File: config.mk
export PLATFORM = sky130hd
export DESIGN_NAME = clint_timer
export DESIGN_NICKNAME = d
export VERILOG_FILES = /design/src/rtl/clint_timer_pkg.sv /design/src/rtl/clint_timer_counter.sv /design/src/rtl/clint_timer.sv
export SDC_FILE = /design/constraint.sdc
export NUM_CORES = 1
export LEC_CHECK = 0
export CAP_MARGIN = 20
export CORE_MARGIN = 10
export CORE_UTILIZATION = 45
export CTS_CLUSTER_SIZE = 8
export DETAILED_ROUTE_END_ITERATION = 12
export DONT_BUFFER_PORTS = 1
export PLACE_DENSITY = 0.59
export RECOVER_POWER = 50
export SKIP_LAST_GASP = 1
export SYNTH_ARGS = -nofsm -noshare
export SYNTH_HDL_FRONTEND = slang
export SYNTH_SLANG_ARGS = --single-unit
File: constraint.sdc
create_clock -name clk -period 2.3 [get_ports clk]
set_input_delay 0.23 -clock clk [delete_from_list [all_inputs] [get_ports clk]]
set_output_delay 0.23 -clock clk [all_outputs]
set_load 0.005 [all_outputs]
File: src/rtl/clint_timer_pkg.sv
// clint_timer_pkg: register offsets and address decode for the machine timer block
package clint_timer_pkg;
    localparam logic [15:0] MSIP_OFF        = 16'h0000;
    localparam logic [15:0] MTIMECMP_LO_OFF = 16'h4000;
    localparam logic [15:0] MTIMECMP_HI_OFF = 16'h4004;
    localparam logic [15:0] MTIME_LO_OFF    = 16'hBFF8;
    localparam logic [15:0] MTIME_HI_OFF    = 16'hBFFC;
    typedef enum logic [2:0] {
        SEL_NONE,
        SEL_MSIP,
        SEL_CMP_LO,
        SEL_CMP_HI,
        SEL_MT_LO,
        SEL_MT_HI
    } reg_sel_e;
    function automatic reg_sel_e decode_addr(input logic [15:0] addr);
        logic [15:0] w_word;
        w_word = addr & 16'hFFFC;
        return (w_word == MSIP_OFF)        ? SEL_MSIP   :
               (w_word == MTIMECMP_LO_OFF) ? SEL_CMP_LO :
               (w_word == MTIMECMP_HI_OFF) ? SEL_CMP_HI :
               (w_word == MTIME_LO_OFF)    ? SEL_MT_LO  :
               (w_word == MTIME_HI_OFF)    ? SEL_MT_HI  : SEL_NONE;
    endfunction
endpackage

File: src/rtl/clint_timer_counter.sv
// clint_timer_counter: prescaler plus 64-bit mtime; a bus write to either half wins over the tick
module clint_timer_counter #(
    parameter int PRESCALE = 1
) (
    input  logic        clk,
    input  logic        rst,
    input  logic        i_we_lo,
    input  logic        i_we_hi,
    input  logic [31:0] i_wdata,
    output logic [63:0] o_mtime
);
    localparam int PW = (PRESCALE > 1) ? $clog2(PRESCALE) : 1;
    logic [PW-1:0] r_pre;
    logic [63:0]   r_mtime;
    logic          w_tick;
    assign w_tick  = (r_pre == PW'(PRESCALE - 1));
    assign o_mtime = r_mtime;
    always_ff @(posedge clk or negedge rst) begin
        if (!rst) begin
            r_pre   <= '0;
            r_mtime <= '0;
        end else if (i_we_lo || i_we_hi) begin
            r_pre <= '0;
            if (i_we_lo) r_mtime[31:0] <= i_wdata;
            if (i_we_hi) r_mtime[63:32] <= i_wdata;
        end else begin
            r_pre <= w_tick ? '0 : r_pre + PW'(1);
            if (w_tick) r_mtime <= r_mtime + 64'd1;
        end
    end
endmodule

File: src/rtl/clint_timer.sv
// clint_timer: memory-mapped mtime/mtimecmp/msip with valid/ready register port,
// driving level timer_irq and soft_irq into clint
module clint_timer
    import clint_timer_pkg::*;
#(
    parameter int XLEN     = 32,
    parameter int PRESCALE = 1
) (
    input  logic            clk,
    input  logic            rst,
    input  logic            bus_valid,
    output logic            bus_ready,
    input  logic            bus_we,
    input  logic [15:0]     bus_addr,
    input  logic [XLEN-1:0] bus_wdata,
    output logic            bus_rvalid,
    input  logic            bus_rready,
    output logic [XLEN-1:0] bus_rdata,
    output logic            timer_irq,
    output logic            soft_irq
);
    logic [63:0]     r_cmp;
    logic            r_msip;
    logic            r_rvalid;
    logic [XLEN-1:0] r_rdata;
    logic            r_irq;
    logic [63:0]     w_mtime;
    reg_sel_e        w_sel;
    logic            w_wr;
    logic            w_rd;
    logic [XLEN-1:0] w_rd_data;
    assign w_sel      = decode_addr(bus_addr);
    assign bus_ready  = !r_rvalid || bus_rready;
    assign w_wr       = bus_valid && bus_ready && bus_we;
    assign w_rd       = bus_valid && bus_ready && !bus_we;
    assign bus_rvalid = r_rvalid;
    assign bus_rdata  = r_rdata;
    assign timer_irq  = r_irq;
    assign soft_irq   = r_msip;
    clint_timer_counter #(.PRESCALE(PRESCALE)) u_counter (
        .clk     (clk),
        .rst     (rst),
        .i_we_lo (w_wr && (w_sel == SEL_MT_LO)),
        .i_we_hi (w_wr && (w_sel == SEL_MT_HI)),
        .i_wdata (bus_wdata),
        .o_mtime (w_mtime)
    );
    always_comb begin
        w_rd_data = (w_sel == SEL_MSIP)   ? {{(XLEN-1){1'b0}}, r_msip} :
                    (w_sel == SEL_CMP_LO) ? r_cmp[31:0]   :
                    (w_sel == SEL_CMP_HI) ? r_cmp[63:32]  :
                    (w_sel == SEL_MT_LO)  ? w_mtime[31:0] :
                    (w_sel == SEL_MT_HI)  ? w_mtime[63:32] : '0;
    end
    always_ff @(posedge clk or negedge rst) begin
        if (!rst) begin
            r_cmp    <= '1;
            r_msip   <= 1'b0;
            r_rvalid <= 1'b0;
            r_rdata  <= '0;
            r_irq    <= 1'b0;
        end else begin
            // compare uses current registers only, so no bus path reaches the irq
            r_irq <= (w_mtime >= r_cmp);
            if (w_wr && (w_sel == SEL_MSIP))   r_msip <= bus_wdata[0];
            if (w_wr && (w_sel == SEL_CMP_LO)) r_cmp[31:0] <= bus_wdata;
            if (w_wr && (w_sel == SEL_CMP_HI)) r_cmp[63:32] <= bus_wdata;
            if (w_rd) begin
                r_rvalid <= 1'b1;
                r_rdata  <= w_rd_data;
            end else if (bus_rready) begin
                r_rvalid <= 1'b0;
            end
        end
    end
endmodule
* Word level (Yosys, flattened, before mapping) *
Cells that the tools add are included.

operators by class
  add/subtract/negate cells = 2
  multiply operators = 0
  divide/modulo/power cells = 0
  order comparisons = 1
  equality and inequality tests = 12
  shift-type cells = 0
  muxes and demuxes = 18
  bitwise operators = 0
  reduce and logical (&&, ||, !) cells = 16

operators by type and width
  operator                                                count
  2-to-1 mux 32 bit                                       7
  2-to-1 mux 64 bit                                       2
  adder 64 x 1 -> 64 bit (second input constant)          1
  greater-or-equal comparator 64 bit                      1
  equality test 14 x 13 -> 1 bit (second input constant)  2
  equality test 14 bit (second input constant)            2
  logical NOT 16 bit                                      1
  2-to-1 mux 3 bit                                        5
  logical AND 1 bit                                       8
  equality test 3 x 2 -> 1 bit (second input constant)    2
  equality test 3 bit (second input constant)             2
  2-to-1 mux 1 bit                                        4
  inequality test 2 x 1 -> 1 bit (second input constant)  2
  AND reduction 2 bit                                     2
  equality test 3 x 1 -> 1 bit (second input constant)    1
  logical NOT 1 bit                                       2
  logical OR 1 bit                                        2
  inequality test 2 bit (second input constant)           1
  nonzero test 2 bit                                      1
  adder 1 bit (second input constant)                     1

word-level totals
  register bits = 164
  bits in latches = 0
  memory bits (writable) = 0
  bits in read-only memories = 0
  input bits = 53
  output and inout port bits = 36
  logic and storage cells = 58
  memories kept = 0

* Logic depth before layout (Yosys ltp) *
  word-level depth = 12
  depth in mapped cells = 9
  mapped depth without buffers = 8

* Cells and area by module *
Synthesis repeated with hierarchy kept, for this count alone.

unflattened totals
  cell total of the unflattened synthesis = 1,147
  area total of the unflattened synthesis = 10,691.5 µm²

modules (own cells, without submodules)
  module               times used  cells an instance  area an instance (µm²)  seq. area each (µm²)
  clint_timer          1           687                6,796.5                 2,557.5
  clint_timer_counter  1           460                3,895.0                 1,601.5

* Worst setup path before layout *
OpenSTA, ideal clock, no wires.

  path kind = register to register
  start = register u_counter.r_mtime[0], in the netlist u_counter.o_mtime[0]
  end = register u_counter.r_mtime[60], in the netlist u_counter.o_mtime[60]
  setup time = 0.087 ns
  data arrival time = 2.244 ns
  data required time = 2.213 ns
  path slack = -0.031 ns
  stages on the path, launching flop included = 9
  path buffers = 1
  clock period less this slack = 2.331 ns
  path through = dfrtp_1 -> ha_1 -> nand4_1 -> nor4_1 -> nand4_1 -> or3_1 -> clkbuf_2 -> o21a_1 -> a211oi_2

between the ends
  word-level cells in the longest chain between the ends = 3

ends and longest elaborated chain
  item                    RTL line                   RTL
  from (decl)             clint_timer_counter.sv:14  logic [63:0] r_mtime;
  from (signal assigned)  clint_timer_counter.sv:24  if (i_we_lo) r_mtime[31:0] <= i_wdata;
  from (signal assigned)  clint_timer_counter.sv:28  if (w_tick) r_mtime <= r_mtime + 64'd1;
  adder 64 x 1 -> 64 bit  clint_timer_counter.sv:28
  2-to-1 mux 64 bit       clint_timer_counter.sv:28
  2-to-1 mux 64 bit       clint_timer_counter.sv:22  end else if (i_we_lo || i_we_hi) begin

No other way between the ends. The select of a mux whose other input is x is not followed.
A chain may end at the register's enable or synchronous reset.

* Final worst setup path *
  start = register r_cmp[14]
  end = register r_irq, in the netlist timer_irq

between the ends
  word-level cells in the longest chain between the ends = 1

ends and longest elaborated chain
  item                                RTL line           RTL
  from (decl)                         clint_timer.sv:22  logic [63:0] r_cmp;
  from (signal assigned)              clint_timer.sv:66  if (w_wr && (w_sel == SEL_CMP_LO)) r_cmp[31:0] <= bus_wdata;
  greater-or-equal comparator 64 bit  clint_timer.sv:64  r_irq <= (w_mtime >= r_cmp);
  to (signal assigned)                clint_timer.sv:64
  to (decl)                           clint_timer.sv:26  logic r_irq;

No other way between the ends.

==> flow_metrics.py <==
metrics = {
    "run_status": {
        "status": "finished, violations left",
        "violations": "negative hold slack, negative setup slack",
    },
    "worst_setup_path": {
        "worstSetupEndpointType": "register",
        "r2r_start": "r_cmp[14]",
        "critPathMaxFanout": 3,
        "r2r_cells": 8,
        "cp-startpoint": "r_cmp[14]",
        "required_ns": 2.60,
        "regToRegEndpoint": "timer_irq",
        "r2r_setup_slack_ns": -0.03,
        "max_stage_delay_ns": 0.53,
        "crit_slowest_cell": "dfstp_2",
        "crit_arrival_ns": 2.63,
        "path_class": "register to register",
        "start_kind": "register",
        "path_cells": "inv_1 > ha_1 > a21o_1 > a21oi_1 > and3_1 > o211ai_1 > a222oi_1 > nand3b_1",
    },
    "timing": {
        "rsz0062_at_grt": "true",
        "worstMarginPinSlew_ns": 0.576,
        "finalHoldViolations": 163,
        "slew_viol_final": 0,
        "skew_ns": 0.0129,
        "whs_ns": -0.502,
        "fmax_mhz": 429,
        "min_period_ns": 2.33,
        "setup_viol": 1,
        "finalWorstSetupSlack_ns": -0.0292,
        "slew_headroom": 0.616,
        "layout_worst_path_cycle_share": 1.01,
    },
    "global_routing": {
        "grt_max_degree": 164,
        "grt_pass1_wl_mm": 50.1,
        "grt.busiest_layer": "met2",
        "grtUsageMet1": 0.307,
        "grt_pass1_vias": 8751,
        "met2_usage": 0.345,
        "grtUsageMet3": 0.0407,
        "overflow": 0,
        "antenna_found_initial": 0,
        "grtUsageTotal": 0.220,
    },
    "synthesis": {
        "yosysMostFrequentCell": "dfrtp_1",
        "ys_seq_area_frac": 0.413,
        "synth_top_area_share": 0.246,
        "synth-xor-area-share": 0.00261,
        "synthSimpleGateAreaFrac": 0.173,
        "synth_edf_count": 0,
        "synth_top_family_by_area": "compound AO/OA/AOI/OAI gates",
        "synth_seq_cells": 163,
        "yosys_most_used_dff": "dfrtp_1",
        "synth.area.mux_share": 0.0975,
        "syn_area_per_cell_sq_um": 9.29,
        "yosysTopAreaCell": "dfrtp_1",
        "synth_compound_area_frac": 0.181,
        "synth-adder-area-share": 0.0807,
        "synth_commonest_cells": "99 x dfrtp_1, 94 x nand2_1, 79 x inv_1",
        "synth.net_count": 1203,
        "synth_area_leaders": "dfrtp_1 25%, dfstp_2 17%, ha_1 8.1%",
        "synthCells": 1085,
        "syn_area_sq_mm": 0.0101,
        "synthArstFlopShare": 1.00,
        "synth.distinct_cells": 64,
        "yosys_warnings": 0,
    },
    "power_and_ir_drop": {
        "pwr_density_cell_mw_per_mm2": 577,
        "power.switching_w": 0.00187,
        "power.share.switching": 0.262,
        "pwr-share-comb": 0.116,
        "power_frac_clock": 0.436,
        "power_w": 0.00711,
        "seqPwrFrac": 0.448,
        "p_leak_nw": 5.38,
        "power.internal_w": 0.00525,
        "vdd_drop_max_mv": 0.479,
    },
    "final_layout": {
        "nNetsFinal": 1320,
        "antenna_cells": 0,
        "utilization": 0.562,
        "area_growth_pct": 22.4,
        "fillers": 1980,
        "final_cells": 1495,
        "drive_gt1_frac": 0.240,
    },
    "floorplan": {
        "core_sq_mm": 0.0220,
        "rows": 54,
        "die_area_sq_mm": 0.0288,
        "initial_utilization": 0.459,
        "die_w_um": 170,
        "num_io_pins": 89,
        "die_h_um": 170,
    },
    "clock_network": {
        "clock_sinks": 163,
        "clk_latency_ns": 0.44,
        "cts_buffer_depth": 2,
        "h-tree-depth": 4,
        "numCtsBuffers": 17,
        "path_clk_slew_ns": 0.07,
        "root_buffer": "clkbuf_16",
        "cts_tree": "built",
    },
    "min_path": {
        "hp-class": "input pin to asynchronous set/reset pin",
    },
    "route": {
        "drtIter0Drc": 721,
        "via_per_inst": 5.91,
        "wl_mm": 31.7,
        "dr.pass1.iters": 5,
        "wl_per_cell_um": 21.2,
        "drc": 0,
        "ant_nets": 0,
        "route.vias.total": 8837,
    },
    "placed_design": {
        "globalplace.congestion": 0.907,
        "dp_cells": 1420,
        "hpwl_mm": 21.6,
        "port_buffers": 0,
    },
    "run": {
        "max_cap_violations": 0,
    },
}
[critical path, delay by kind of cell (launching register included)]
kind | cells | cell delay (ns)
AO/OA/AOI/OAI | 4 | 0.93
adder cells (fa/ha/maj) | 1 | 0.32
buffers and inverters | 1 | 0.06
flip-flops | 1 | 0.53
AND/OR/NAND/NOR | 2 | 0.36
[metal layers]
layer / up-vias / share of wire
met5: - / 0
met4: 0 / 0.015
met3: 32 / 0.050
met2: 227 / 0.46
met1: 4335 / 0.47
li1: 4243 / -
[repair_timing]
| action | in CTS | in global routing |
|---|---|---|
| pin swaps | 3 | 17 |
| endpoints found under the setup margin | 5 | 28 |
| buffers inserted | 2 | 7 |
| gates resized for setup | 5 | 22 |
| endpoints found under the hold margin | 283 | 164 |
| hold buffers | 33 | 1 |
[worst max path at each step]
stage | to | slack, ns
floorplan | timer_irq | 0.04
global placement | timer_irq | -0.13
detailed placement | timer_irq | -0.16
CTS | timer_irq | -0.05
global route | timer_irq | -0.16
finish | timer_irq | -0.03
[cell families after synthesis]
kind of cell               after synthesis
xor gates and xnor gates                 3
and+or+nand+nor                        352
buffers and inverters                  134
DFF                                    163
AOI/OAI and AO/OA                      274
muxes                                   94
adders and majority gates               65
[placed cells by master, fill, tap and decap left out, types with 5 or more instances in the layout]
| cell | instances |
|---|---|
| buf_4 | 112 |
| dfrtp_1 | 99 |
| nand2_1 | 94 |
| inv_1 | 79 |
| nor2_1 | 70 |
| ha_1 | 64 |
| dfstp_2 | 64 |
| o21ai_0 | 61 |
| mux2i_1 | 61 |
| a21oi_1 | 60 |
| nand3_1 | 39 |
| nor3_1 | 36 |
| dlygate4sd3_1 | 34 |
| mux2_2 | 33 |
| o21a_1 | 31 |
| a211oi_1 | 29 |
| o221ai_1 | 29 |
| nand4_1 | 23 |
| and3_1 | 17 |
| clkbuf_16 | 17 |
| o22ai_1 | 12 |
| o211ai_1 | 11 |
| nor4_1 | 10 |
| buf_12 | 7 |
| a311oi_1 | 6 |
| a211oi_2 | 6 |
| a221oi_1 | 5 |
| o31ai_1 | 5 |
| nand3b_1 | 5 |
| nand3_2 | 5 |
[power by group through the flow]
stage                     registers, W  clock network [W]  logic [W]
final                          0.00319            0.00310   0.000824
after global routing           0.00322            0.00326   0.000917
after CTS                      0.00320            0.00313   0.000811
after detailed placement       0.00325                  0   0.000726
after global placement         0.00324                  0   0.000714
after floorplan                0.00327                  0   0.000427
[flip-flops by register name, summed over array words and instances, names as in the netlist]
signal             count
bus_rdata             32
bus_rvalid             1
r_cmp                 64
soft_irq               1
u_counter.o_mtime     64
timer_irq              1
[area by class of cell]
class	count	area, sq um	area share
clock buffers	19	453	0.0367
clock inverters	13	170	0.0138
inverters	79	297	0.0240
multi-input cells	788	5580	0.453
flip-flops and latches	163	4160	0.337
well taps	280	350	0.0284
repair buffers	153	1320	0.107
[per-stage QoR]
| stage | setup slack [ns] | instance area (sq um) | hold slack [ns] | TNS, ns |
|---|---|---|---|---|
| 3_3_place_gp | -0.125 | 11200 | -0.0557 | -0.157 |
| 3_5_place_dp | -0.162 | 11200 | -0.0540 | -0.306 |
| 6_report | -0.0292 | 12300 | -0.502 | -0.0292 |
| 2_1_floorplan | 0.0449 | 10100 | -0.0656 | 0 |
| 4_1_cts | -0.0510 | 12100 | -0.516 | -0.0544 |
| 5_1_grt | -0.161 | 12300 | -0.529 | -0.559 |
No activity file was read; power rests on OpenSTA's default activity.
